File: config.mk
export PLATFORM = sky130hd
export DESIGN_NAME = fir_xifu_ex
export DESIGN_NICKNAME = d
export VERILOG_FILES = /design/src/rtl/fir_xifu_pkg.sv /design/src/rtl/fir_xifu_mac.sv /design/src/rtl/fir_xifu_ex.sv
export SDC_FILE = /design/constraint.sdc
export NUM_CORES = 1
export LEC_CHECK = 0
export CAP_MARGIN = 20
export CORE_ASPECT_RATIO = 1.75
export CORE_MARGIN = 1.5
export CORE_UTILIZATION = 45
export CTS_BUF_LIST = sky130_fd_sc_hd__clkbuf_8
export DETAILED_ROUTE_END_ITERATION = 12
export PLACE_DENSITY = 0.6
export RECOVER_POWER = 25
export SYNTH_ARGS = -nofsm -noshare
export SYNTH_HDL_FRONTEND = slang
export SYNTH_HIERARCHICAL = 1
export SYNTH_SLANG_ARGS = --single-unit
File: constraint.sdc
create_clock -name clk_i -period 12.9 [get_ports clk_i]
set_input_delay 1.29 -clock clk_i [delete_from_list [all_inputs] [get_ports clk_i]]
set_output_delay 1.29 -clock clk_i [all_outputs]
set_load 0.02 [all_outputs]
File: src/rtl/fir_xifu_pkg.sv
`default_nettype none
// ============================================================================
// Module      : fir_xifu_pkg
// Description : Shared types and defaults for the FIR X-interface execute unit:
//               opcode enum, default sizing, ID->EX and EX->WB bundles, and
//               the Q15 output saturation helper.
// Revision    : 1.0 - initial release
// ============================================================================
package fir_xifu_pkg;

  localparam int unsigned NTAPS_DEF     = 8;
  localparam int unsigned ACC_W_DEF     = 40;
  localparam int unsigned SHIFT_DEF     = 15;
  // Widest tap index the struct carries (NTAPS is at most 16).
  localparam int unsigned TAP_IDX_MAX_W = 4;

  typedef enum logic [1:0] {
    OP_NOP   = 2'd0,
    OP_LDTAP = 2'd1,
    OP_LDSAM = 2'd2,
    OP_STSAM = 2'd3
  } fir_op_e;

  typedef struct packed {
    logic                     valid;
    fir_op_e                  op;
    logic [3:0]               instr_id;
    logic [31:0]              rs1;
    logic [TAP_IDX_MAX_W-1:0] tap_idx;
    logic [4:0]               rd;
  } fir_xifu_id2ex_t;

  typedef struct packed {
    logic        valid;
    logic [3:0]  id;
    logic [4:0]  rd;
    logic [31:0] data;
    logic        we;
  } fir_xifu_ex2wb_t;

  // Clamp a signed value to the signed 16-bit range, returned sign-extended
  // to 32 bits. Callers sign-extend their operand to 64 bits first.
  function automatic logic [31:0] sat16(input logic signed [63:0] v);
    logic [31:0] r;
    if (v > 64'sd32767)       r = 32'h0000_7FFF;
    else if (v < -64'sd32768) r = 32'hFFFF_8000;
    else                      r = v[31:0];
    return r;
  endfunction

endpackage
`default_nettype wire

File: src/rtl/fir_xifu_mac.sv
`default_nettype none
// ============================================================================
// Module      : fir_xifu_mac
// Description : Combinational multiply-accumulate step: signed 16x16 product,
//               sign-extended to ACC_W and added to the running partial sum.
//               Sum wraps at ACC_W bits. Requires ACC_W > 32.
// Ports       : tap_i  - signed Q15 coefficient
//               x_i    - signed Q15 sample
//               psum_i - incoming partial sum
//               sum_o  - psum_i + sext(tap_i * x_i)
// Revision    : 1.0 - initial release
// ============================================================================
module fir_xifu_mac #(
  parameter int unsigned ACC_W = 40
) (
  input  logic signed [15:0]      tap_i,
  input  logic signed [15:0]      x_i,
  input  logic        [ACC_W-1:0] psum_i,
  output logic        [ACC_W-1:0] sum_o
);

  logic signed [31:0]      w_prod;
  logic        [ACC_W-1:0] w_prod_ext;

  assign w_prod     = tap_i * x_i;
  assign w_prod_ext = {{(ACC_W-32){w_prod[31]}}, w_prod};
  assign sum_o      = psum_i + w_prod_ext;

endmodule
`default_nettype wire

File: src/rtl/fir_xifu_ex.sv
`default_nettype none
// ============================================================================
// Module      : fir_xifu_ex
// Description : Execute stage of the FIR X-interface unit. Holds the tap
//               bank, sample delay line and accumulator; runs one MAC per
//               cycle over NTAPS terms for LDSAM, writes taps for LDTAP and
//               returns the saturated Q15 result for STSAM.
// Ports       : clk_i/rst_ni        - clock, async active-low reset
//               id_*                - instruction handshake from ID
//               kill_i/kill_id_i    - controller kill of an in-flight MAC
//               wb_*                - result handshake towards writeback
//               busy_o              - unit not idle
// Revision    : 1.0 - initial release
// ============================================================================
module fir_xifu_ex
  import fir_xifu_pkg::*;
#(
  parameter int unsigned NTAPS = NTAPS_DEF,
  parameter int unsigned ACC_W = ACC_W_DEF,
  parameter int unsigned SHIFT = SHIFT_DEF
) (
  input  logic                     clk_i,
  input  logic                     rst_ni,
  input  logic                     id_valid_i,
  output logic                     id_ready_o,
  input  logic [1:0]               id_op_i,
  input  logic [3:0]               id_instr_id_i,
  input  logic [31:0]              id_rs1_i,
  input  logic [$clog2(NTAPS)-1:0] id_tap_idx_i,
  input  logic [4:0]               id_rd_i,
  input  logic                     kill_i,
  input  logic [3:0]               kill_id_i,
  output logic                     wb_valid_o,
  input  logic                     wb_ready_i,
  output logic [3:0]               wb_id_o,
  output logic [4:0]               wb_rd_o,
  output logic [31:0]              wb_data_o,
  output logic                     wb_we_o,
  output logic                     busy_o
);

  localparam int unsigned IDX_W = $clog2(NTAPS);

  typedef enum logic [1:0] {
    S_IDLE = 2'd0,
    S_MAC  = 2'd1,
    S_RESP = 2'd2
  } state_e;

  state_e                  r_state, w_state_nx;
  logic [IDX_W-1:0]        r_k;
  logic signed [15:0]      r_tap   [NTAPS];
  logic signed [15:0]      r_dl    [NTAPS-1];
  logic signed [15:0]      r_stage;
  logic [ACC_W-1:0]        r_acc;
  logic [ACC_W-1:0]        r_psum;
  logic [3:0]              r_id;
  fir_xifu_ex2wb_t         r_resp;

  fir_op_e                 w_op;
  logic                    w_accept;
  logic                    w_last;
  logic                    w_kill;
  logic signed [15:0]      w_xvec  [NTAPS];
  logic [ACC_W-1:0]        w_psum_in;
  logic [ACC_W-1:0]        w_sum;
  logic signed [ACC_W-1:0] w_acc_sh;
  logic signed [63:0]      w_acc_sh64;
  logic [31:0]             w_sat;
  logic                    w_unused_rs1_hi;

  assign w_op            = fir_op_e'(id_op_i);
  assign id_ready_o      = (r_state == S_IDLE);
  assign busy_o          = (r_state != S_IDLE);
  assign w_accept        = id_valid_i && id_ready_o;
  assign w_last          = (r_k == IDX_W'(NTAPS - 1));
  // A kill only matters while a sample is being filtered and only for its id.
  assign w_kill          = (r_state == S_MAC) && kill_i && (kill_id_i == r_id);
  assign w_unused_rs1_hi = ^id_rs1_i[31:16];

  // Term k uses the staged sample for k=0 and the delay line thereafter.
  assign w_xvec[0] = r_stage;
  for (genvar gi = 1; gi < NTAPS; gi++) begin : g_xvec
    assign w_xvec[gi] = r_dl[gi-1];
  end

  // k=0 starts a fresh sum so a stale partial never leaks into a new sample.
  assign w_psum_in = (r_k == '0) ? '0 : r_psum;

  fir_xifu_mac #(
    .ACC_W (ACC_W)
  ) u_mac (
    .tap_i  (r_tap[r_k]),
    .x_i    (w_xvec[r_k]),
    .psum_i (w_psum_in),
    .sum_o  (w_sum)
  );

  assign w_acc_sh   = $signed(r_acc) >>> SHIFT;
  assign w_acc_sh64 = {{(64-ACC_W){w_acc_sh[ACC_W-1]}}, w_acc_sh};
  assign w_sat      = sat16(w_acc_sh64);

  always_ff @(posedge clk_i or negedge rst_ni) begin
    if (!rst_ni) r_state <= S_IDLE;
    else         r_state <= w_state_nx;
  end

  always_comb begin
    w_state_nx = r_state;
    unique case (r_state)
      S_IDLE: begin
        if (w_accept) begin
          unique case (w_op)
            OP_LDTAP, OP_STSAM: w_state_nx = S_RESP;
            OP_LDSAM:           w_state_nx = S_MAC;
            default:            w_state_nx = S_IDLE;
          endcase
        end
      end
      S_MAC: begin
        if (w_kill)      w_state_nx = S_IDLE;
        else if (w_last) w_state_nx = S_RESP;
      end
      S_RESP: begin
        if (wb_ready_i) w_state_nx = S_IDLE;
      end
      default: w_state_nx = S_IDLE;
    endcase
  end

  always_ff @(posedge clk_i or negedge rst_ni) begin
    if (!rst_ni) begin
      r_k     <= '0;
      r_stage <= '0;
      r_acc   <= '0;
      r_psum  <= '0;
      r_id    <= '0;
      r_resp  <= '0;
      for (int i = 0; i < NTAPS; i++)     r_tap[i] <= '0;
      for (int i = 0; i < NTAPS - 1; i++) r_dl[i]  <= '0;
    end else begin
      unique case (r_state)
        S_IDLE: begin
          if (w_accept) begin
            r_id <= id_instr_id_i;
            unique case (w_op)
              OP_LDTAP: begin
                r_tap[id_tap_idx_i] <= id_rs1_i[15:0];
                r_resp <= '{valid: 1'b1, id: id_instr_id_i, rd: 5'd0,
                            data: 32'd0, we: 1'b0};
              end
              OP_LDSAM: begin
                r_stage <= id_rs1_i[15:0];
                r_k     <= '0;
              end
              OP_STSAM: begin
                r_resp <= '{valid: 1'b1, id: id_instr_id_i, rd: id_rd_i,
                            data: w_sat, we: 1'b1};
              end
              default: ;
            endcase
          end
        end
        S_MAC: begin
          if (w_kill) begin
            r_k     <= '0;
            r_stage <= '0;
          end else begin
            r_psum <= w_sum;
            if (w_last) begin
              r_acc   <= w_sum;
              r_k     <= '0;
              r_dl[0] <= r_stage;
              for (int i = 1; i < NTAPS - 1; i++) r_dl[i] <= r_dl[i-1];
              r_resp  <= '{valid: 1'b1, id: r_id, rd: 5'd0,
                           data: 32'd0, we: 1'b0};
            end else begin
              r_k <= r_k + 1'b1;
            end
          end
        end
        S_RESP: begin
          if (wb_ready_i) r_resp.valid <= 1'b0;
        end
        default: ;
      endcase
    end
  end

  assign wb_valid_o = r_resp.valid;
  assign wb_id_o    = r_resp.id;
  assign wb_rd_o    = r_resp.rd;
  assign wb_data_o  = r_resp.data;
  assign wb_we_o    = r_resp.we;

endmodule
`default_nettype wire

==> impl_metrics.json <==
{
  "status": "finished with violations",
  "violations": "capacitance limit, slew limit",
  "postCtsHoldBufs": 0,
  "grt_usage_pct": 21.16,
  "final_common_cell": "dfrtp_1",
  "final_cell_mix": "dfrtp_1 (364), mux2_2 (331), inv_1 (323)",
  "grt.overflow.total": 0,
  "crit_type": "reg2reg",
  "antenna_left": 0,
  "yosys.area_share.simple_pct": 9.401,
  "grt_pass1_vias": 20298,
  "hold_class": "reg2reg",
  "die_h_um": 335.1,
  "path_delay_family": "adder cells",
  "clk_path_buf_depth": 3,
  "ios": 100,
  "maxCapViolCount": 3,
  "slew_headroom_pct": -278.0,
  "synth_top_family_by_area": "adder cells",
  "drt_iter0_drc": 863,
  "cts_tree": "yes",
  "rsz0062_at_grt": "false",
  "ctsResizeCount": 0,
  "period_share_pct": 81.49,
  "grt_max_degree": 189,
  "netlist.area_leader.share_pct": 32.29,
  "seq_area_frac_synth_pct": 32.29,
  "finalClockSkew_ns": 0.05965,
  "crit_fanout": 57,
  "ys_seq_elements": 366,
  "die_area_um2": 64600,
  "numCtsBuffers": 54,
  "ys_warn_count": 6,
  "viasPerCell": 5.542,
  "clockRootBuffer": "clkbuf_8",
  "initial_utilization_pct": 45.58,
  "arrival_ns": 11.04,
  "end_kind": "flop",
  "p_seq_share_pct": 20.8,
  "fin_util_pct": 49.92,
  "clock_latency_ns": 0.65,
  "synthCells": 2469,
  "place_hpwl_um": 47560,
  "first_pass_iters": 5,
  "routed_wl_um": 65680,
  "irDropWorstVdd_mv": 0.1399,
  "slew_violations": 225,
  "synth.distinct_cells": 81,
  "avgSynthCellArea_um2": 11.49,
  "clockPowerShare_pct": 14.0,
  "max_stage_delay_ns": 0.72,
  "path_clk_slew_ns": 0.06,
  "gp_congestion": 0.8831,
  "synth_largest_area_cell": "dfrtp_1",
  "cts_setup_buffers": 0,
  "wl_per_cell_um": 19.65,
  "dpl_worst_slack_ns": 2.361,
  "tns_ns": 0,
  "p_int_mw": 4.037,
  "timing_hold_violations_final": 0,
  "critical_path.startpoint_type": "flop",
  "synthAdderAreaFrac_pct": 24.25,
  "drc": 0,
  "synthXorXnorAreaFrac_pct": 2.241,
  "synth-compound-area-share_pct": 6.798,
  "power_frac_comb_pct": 65.2,
  "synth_flop_cell": "dfrtp_1",
  "port-buffer-count": 83,
  "async_reset_ff_share_pct": 100.0,
  "crit_slowest_cell": "buf_4",
  "clock-sinks": 366,
  "power_mw": 7.609,
  "grt_pass1_wl_um": 106900,
  "fp.dieW_um": 192.8,
  "power.net_switching_mw": 3.572,
  "required_ns": 13.43,
  "synthMuxAreaShare_pct": 18.93,
  "setup_slack_ns": 2.387,
  "drive_gt1_share_pct": 21.13,
  "layout.nets": 2945,
  "syn_to_final_growth_pct": 9.529,
  "cp_num_buf_inv": 5,
  "pwr_density_cell_nw_per_um2": 245.0,
  "fmax_mhz": 95.12,
  "h-tree-depth": 2,
  "netlist_area_um2": 28360,
  "antenna_found_initial": 1,
  "p_leak_nw": 15.33,
  "yosys-top-cells-area": "dfrtp_1 (32%), fa_1 (19%), mux2_2 (13%)",
  "min_from": "wb_data_o[5]",
  "worstMarginPinSlew_ns": 5.670,
  "cp_common_cell": "fa_1",
  "synth_edf_count": 0,
  "min_period_ns": 10.51,
  "vias": 18520,
  "switching_share_pct": 46.95,
  "coreArea_um2": 62220,
  "cp-startpoint": "r_k[1]",
  "setup_viol": 0,
  "num_rows": 121,
  "synth_nets": 2916,
  "reg2reg_from": "r_k[1]"
}
[power by group through the flow]
stage / Sequential [mW] / Clock, mW / Combinational (mW)
after detailed placement: 1.60 / 0 / 4.99
after floorplan: 1.59 / 0 / 3.62
after global routing: 1.62 / 1.15 / 5.52
after global placement: 1.58 / 0 / 4.87
final: 1.59 / 1.06 / 4.96
after CTS: 1.59 / 1.10 / 5.01
[registers in the layout, indices dropped and copies added (netlist names)]
register and flops:
r_tap 128, r_dl 112, r_psum 40, r_acc 25, wb_data_o 25, r_stage 16
wb_rd_o 5, r_id 4, wb_id_o 4, r_k 3, r_state 2, wb_valid_o 1
wb_we_o 1
[cell usage after synthesis (all sizes together), types with 54 or more instances]
cell type / number
nand2: 179
clkbuf: 88
fa: 263
dfrtp: 366
a21oi: 76
inv: 310
o21ai: 56
xnor2: 55
mux2: 341
ha: 129
and2: 172
nor2: 54
mux4: 64
[metrics by stage]
stage                     cells  hold slack [ns]  cell area (µm²)
after global placement     3239           0.4728            29790
after floorplan            2469           0.4706            28360
after global routing       3342           0.5068            31060
after detailed placement   3240           0.4769            29800
after CTS                  3340           0.4958            31070
final                      3342           0.4935            31060
[logic make-up (layout without fill, tap and decap cells)]
family	after synthesis	in the layout
other	0	1
DFF	366	366
buffers and inverters	437	510
adders and majority gates	392	392
muxes	410	410
and+or+nand+nor	515	515
xor gates and xnor gates	70	70
AOI/OAI and AO/OA	279	279
[area by class of cell]
type	count	area (µm²)
Antenna cell	1	2.502
Clock buffer	76	1046
Clock inverter	24	215.2
Fill cell	5497	31160
Inverter	310	1164
Multi-Input combinational cell	1666	17490
Sequential cell	366	9164
Tap cell	799	999.7
Timing Repair Buffer	100	984.7
[routing by layer]
| layer | up-vias | wire (µm) | global-route usage (%) |
|---|---|---|---|
| met2 | 378 | 36500 | 40.07 |
| met1 | 9665 | 24710 | 23.73 |
| met5 | - | 0 | 0 |
| li1 | 8323 | - | - |
| met3 | 154 | 1933 | 2.195 |
| met4 | 0 | 2537 | 8.544 |
[path summary, 6_finish.rpt]
check / endpoint / slack, ns / cells past startpoint
max in group asynchronous: r_k[0] / 3.85 / 2
min in group asynchronous: wb_rd_o[1] / 2.74 / 1
worst min-delay path: wb_data_o[5] / 0.49 / 1
worst min register to register: wb_data_o[5] / 0.49 / 1
worst max register to register: r_psum[36] / 2.39 / 35
worst max-delay path: r_psum[36] / 2.39 / 35
Power figures use the tool's default switching activity.
